File: src/rtl/encoder_pkg.sv
// Shared constants and pure helpers for the binary-to-one-hot encoder.
// The helpers work on a fixed maximum-width word; callers slice the low OUT_W bits.
package encoder_pkg;

    localparam int DEF_IN_W  = 2;
    localparam int MAX_IN_W  = 8;
    localparam int MAX_OUT_W = 1 << MAX_IN_W;

    typedef logic [MAX_OUT_W-1:0] word_t;

    function automatic int out_w(input int in_w);
        return 1 << in_w;
    endfunction

    function automatic word_t onehot(input logic [MAX_IN_W-1:0] idx);
        word_t w;
        w      = '0;
        w[idx] = 1'b1;
        return w;
    endfunction

    function automatic word_t idle(input bit active_low);
        return active_low ? '1 : '0;
    endfunction

endpackage

File: src/rtl/encoder_if.sv
// Request/response bundle between the index producer and the encoder.
interface encoder_if #(
    parameter int IN_W = encoder_pkg::DEF_IN_W
) ();
    import encoder_pkg::*;

    localparam int OUT_W = out_w(IN_W);

    logic             en;
    logic             in_valid;
    logic [IN_W-1:0]  a;
    logic [OUT_W-1:0] y;
    logic             out_valid;
    logic [IN_W-1:0]  idx_q;

    modport master (
        output en, in_valid, a,
        input  y, out_valid, idx_q
    );

    modport slave (
        input  en, in_valid, a,
        output y, out_valid, idx_q
    );

endinterface

File: src/rtl/encoder_onehot_core.sv
// Combinational index-to-one-hot (or one-cold) decode; no state.
module onehot_core
    import encoder_pkg::*;
#(
    parameter int IN_W       = DEF_IN_W,
    parameter bit ACTIVE_LOW = 1'b0
) (
    input  logic [IN_W-1:0]          idx_i,
    output logic [out_w(IN_W)-1:0]   y_o
);
    localparam int OUT_W = out_w(IN_W);

    word_t raw_w;
    // Upper bits of the max-width helper result are never used.
    logic  unused_hi;

    assign raw_w     = onehot(MAX_IN_W'(idx_i));
    assign unused_hi = ^raw_w[MAX_OUT_W-1:OUT_W];
    assign y_o       = ACTIVE_LOW ? ~raw_w[OUT_W-1:0] : raw_w[OUT_W-1:0];

endmodule

File: src/rtl/encoder.sv
// Registered binary-to-one-hot encoder: one-cycle latency, valid-qualified,
// with optional one-cold output and hold-last-value behaviour.
module encoder
    import encoder_pkg::*;
#(
    parameter int IN_W       = DEF_IN_W,
    parameter bit ACTIVE_LOW = 1'b0,
    parameter bit HOLD_LAST  = 1'b0
) (
    input  logic      clk,
    input  logic      rst_n,
    encoder_if.slave  bus
);
    localparam int    OUT_W  = out_w(IN_W);
    localparam word_t IDLE_W = idle(ACTIVE_LOW);
    localparam logic [OUT_W-1:0] IDLE = IDLE_W[OUT_W-1:0];

    logic [OUT_W-1:0] enc;
    logic [OUT_W-1:0] y_d,   y_q;
    logic             vld_d, vld_q;
    logic [IN_W-1:0]  idx_d, idx_q;

    onehot_core #(
        .IN_W       (IN_W),
        .ACTIVE_LOW (ACTIVE_LOW)
    ) u_core (
        .idx_i (bus.a),
        .y_o   (enc)
    );

    // Disable wins over valid and over HOLD_LAST; idx only moves on an accepted encode.
    always_comb begin
        y_d   = y_q;
        vld_d = 1'b0;
        idx_d = idx_q;
        if (!bus.en) begin
            y_d = IDLE;
        end else if (bus.in_valid) begin
            y_d   = enc;
            vld_d = 1'b1;
            idx_d = bus.a;
        end else if (!HOLD_LAST) begin
            y_d = IDLE;
        end
    end

    always_ff @(posedge clk) begin
        if (!rst_n) begin
            y_q   <= IDLE;
            vld_q <= 1'b0;
            idx_q <= '0;
        end else begin
            y_q   <= y_d;
            vld_q <= vld_d;
            idx_q <= idx_d;
        end
    end

    assign bus.y         = y_q;
    assign bus.out_valid = vld_q;
    assign bus.idx_q     = idx_q;

endmodule

File: src/flat_wrapper.sv
// flat-port wrapper written by rule: the top's interface ports become plain ports
module encoder_flat import encoder_pkg::*;
#(
    parameter int IN_W       = DEF_IN_W,
    parameter bit ACTIVE_LOW = 1'b0,
    parameter bit HOLD_LAST  = 1'b0
)
  (clk, rst_n, bus_en, bus_in_valid, bus_a, bus_y, bus_out_valid, bus_idx_q);
  encoder_if #(.IN_W(IN_W)) bus_i ();
  input  logic clk;
  input  logic rst_n;
  input wire logic [$bits(bus_i.en)-1:0] bus_en;
  input wire logic [$bits(bus_i.in_valid)-1:0] bus_in_valid;
  input wire logic [$bits(bus_i.a)-1:0] bus_a;
  output wire logic [$bits(bus_i.y)-1:0] bus_y;
  output wire logic [$bits(bus_i.out_valid)-1:0] bus_out_valid;
  output wire logic [$bits(bus_i.idx_q)-1:0] bus_idx_q;
  assign bus_i.en = bus_en;
  assign bus_i.in_valid = bus_in_valid;
  assign bus_i.a = bus_a;
  assign bus_y = bus_i.y;
  assign bus_out_valid = bus_i.out_valid;
  assign bus_idx_q = bus_i.idx_q;
  encoder #(.IN_W(IN_W), .ACTIVE_LOW(ACTIVE_LOW), .HOLD_LAST(HOLD_LAST)) u_core (.clk(clk), .rst_n(rst_n), .bus(bus_i));
endmodule
File: config.mk
export PLATFORM = sky130hd
export DESIGN_NAME = encoder_flat
export DESIGN_NICKNAME = d
export VERILOG_FILES = /design/src/rtl/encoder_pkg.sv /design/src/rtl/encoder_if.sv /design/src/rtl/encoder_onehot_core.sv /design/src/rtl/encoder.sv /design/src/flat_wrapper.sv
export SDC_FILE = /design/constraint.sdc
export NUM_CORES = 1
export LEC_CHECK = 0
export BUFFER_PORTS_ARGS = -buffer_cell sky130_fd_sc_hd__buf_2
export CORE_AREA = 5 5 42 44
export CTS_CLUSTER_DIAMETER = 150
export CTS_CLUSTER_SIZE = 14
export DETAILED_ROUTE_END_ITERATION = 8
export DIE_AREA = 0 0 47 49
export GPL_ROUTABILITY_DRIVEN = 0
export PLACE_DENSITY = 0.38
export SETUP_SLACK_MARGIN = 0.5
export SYNTH_ARGS = -nofsm -noshare
export SYNTH_HDL_FRONTEND = slang
export SYNTH_HIERARCHICAL = 1
export SYNTH_SLANG_ARGS = --single-unit
File: constraint.sdc
create_clock -name clk -period 0.8 [get_ports clk]
set_clock_uncertainty 0.1 [all_clocks]
set_input_delay 0.04 -clock clk [delete_from_list [all_inputs] [get_ports clk]]
set_output_delay 0.04 -clock clk [all_outputs]
set_load 0.005 [all_outputs]
==> results.md <==
- Critical path class: register to output port
- Top cell family by delay on the critical path: flip-flops
- Sequential fraction of the synthesis area: 0.586
- Period minus WS final: 0.822 ns
- Max-cap check violation count: 0
- Int Power: 610 uW
- Final setup vio count: 4
- Slowest stage cell on the critical path: dfxtp_2
- Pwr Density: 1840 nW/um^2
- Diodes inserted: 0
- Clk pin slew, worst setup/hold paths: 0.05 ns
- Fin Hold WS: -0.0740 ns
- Period Utilization, post-route: 1.03
- H-tree levels: 1
- Largest net degree at the start of global routing: 6
- Status: finished, violations left
- CTS Buf Count: 3
- Dpl cells: 51
- Top-area cell type share of the netlist area: 0.586
- Layout cells sized above 1: 0.707
- Drt pass-1 iters: 1
- Total clock sinks: 7
- Max VDD drop: 0.761 mV
- Reg power frac: 0.476
- CP Launch Type: register
- Largest area contributor in the netlist: dfxtp_1
- Final Non-Filler Cells: 57
- Chip width: 47 um
- CORE AREA: 1400 um^2
- Most frequent cells in the layout: buf_2 (7), dfxtp_2 (7)
- Leak: 0.198 nW
- Synthesized Nets: 29
- Via count: 213
- Final slew viol count: 0
- Clock root buffer: clkbuf_4
- Synth cell types: 10
- Worst Path Required: 0.66 ns
- Mapped Cells: 23
- Worst min path class: primary input to register
- CP Capture Type: output port
- CTS tree: built
- Syn_area_per_cell: 10.4 um^2
- Slew @ Worst Pin: 0.0900 ns
- Drt first-iter violations: 0
- Initial Util: 0.171
- Area contributors post-synth: dfxtp_1 (59%), and2_1 (13%), nand4_1 (5.2%)
- Post-route DRC: 0
- Switching share of power: 0.204
- Syn-to-layout area delta: 74.9%
- Clock buffer depth: 2
- Worst Path Buf+Inv: 1
- Mean routed wirelength per cell: 9.19 um
- WL final: 524 um
- Mapped cell area: 239 um^2
- Hold Vio Cnt, Final: 3
- IO Port Bufs: 12
- Place WS: 0.0872 ns
- Maximum clock frequency: 1220 MHz
- Yosys reg bits: 7
- Final nets: 48
- IO Count: 13
- Insertion delay to the later sink of the worst-skew pair: 0.25 ns
- CP max stage delay: 0.32 ns
- Die Y: 49 um
- Post-route ant nets: 0
- CP max FO: 2
- Sw power: 156 uW
- Grt ovf: 0
- Worst-path cell chain: buf_2
- Vias in the first global route: 202
- Full die area: 2300 um^2
- Vias/cell: 3.74
- First-pass GRT wire length: 786 um
- Unrepaired setup endpoints after global routing: true
- Part of the power in combinational logic: 0.114
- Data arrival, critical path: 0.68 ns
- Synthesis Warnings: 6
- Worst setup margin: -0.0216 ns
- Clock Power Share: 0.410
- Failing checks: hold timing, setup timing
- Slew Limit Headroom: 0.940
- R2R Setup Slk: 0.16 ns
- Initial antenna violation count: 0
- Row cnt: 14
- GRT Total Usage: 0.0543
-- synth_stat cells (all sizes together) --
cell type  n
dfxtp      7
and2       6
nand2      2
nand4      2
o21ai      2
and2b      1
and3       1
nor2       1
nor2b      1
-- final timing paths --
check                 startpoint                   to  cells after the start
max          u_core/bus.idx_q[0]         bus_idx_q[0]                      1
min                        rst_n  u_core/bus.idx_q[0]                      3
max reg2reg  u_core/bus.idx_q[1]  u_core/bus.idx_q[1]                      2
min reg2reg  u_core/bus.idx_q[0]  u_core/bus.idx_q[0]                      2
-- cells by family after synthesis --
| family | after synthesis | synth area share |
|---|---|---|
| AO/OA/AOI/OAI | 2 | 0.0419 |
| flip-flops | 7 | 0.586 |
| AND/OR/NAND/NOR | 14 | 0.372 |
-- final cells by class --
| class | count | area [um^2] |
|---|---|---|
| clock buffers | 4 | 26.3 |
| flip-flops and latches | 7 | 149 |
| fillers | 157 | 983 |
| repair buffers | 14 | 118 |
| multi-input cells | 16 | 105 |
| well taps | 16 | 20.0 |
-- timing repair --
item                                    4_1_cts  5_1_grt
cloned                                        0        0
endpoints found under the hold margin         3        3
gates resized for setup                      11        2
endpoints found under the setup margin       14       13
setup buffers                                 2        0
pin swaps                                     4        2
-- power groups by stage --
stage          sequential, mW  combinational (mW)  clock [mW]
6_report                0.365              0.0874       0.315
5_1_grt                 0.366              0.0944       0.356
4_1_cts                 0.365              0.0862       0.337
3_5_place_dp            0.372              0.0590           0
3_3_place_gp            0.371              0.0572           0
2_1_floorplan           0.373              0.0213           0
-- metrics by stage --
stage | setup TNS [ns] | instance area [um^2] | power [mW] | hold slack [ns] | util
detailed placement | 0 | 329 | 0.431 | 0.230 | 0.235
CTS | -0.158 | 412 | 0.788 | -0.0842 | 0.294
floorplan | 0 | 249 | 0.395 | 0.0718 | -
finish | -0.0492 | 418 | 0.767 | -0.0740 | 0.298
global route | -0.253 | 418 | 0.816 | -0.0895 | 0.298
global placement | 0 | 329 | 0.428 | 0.219 | 0.235
-- routing by layer --
| metal | part of all wire | vias up | track usage |
|---|---|---|---|
| li1 | - | 112 | - |
| met2 | 0.44 | 12 | 0.0679 |
| met4 | 0 | 0 | 0.0553 |
| met3 | 0.17 | 0 | 0.0443 |
| met1 | 0.38 | 89 | 0.0508 |
| met5 | 0 | - | 0 |
-- worst reg2reg max path: cells and delay by family (launching register included) --
kind               cells  cell delay (ns)
AOI/OAI and AO/OA      1             0.11
and+or+nand+nor        1             0.05
DFF                    1             0.32
-- registers in the layout, indices dropped and copies added, names as in the netlist --
signal,flops
u_core/bus.y,4
u_core/bus.idx_q,2
u_core/bus.out_valid,1
(Power assumes the default switching activity.)
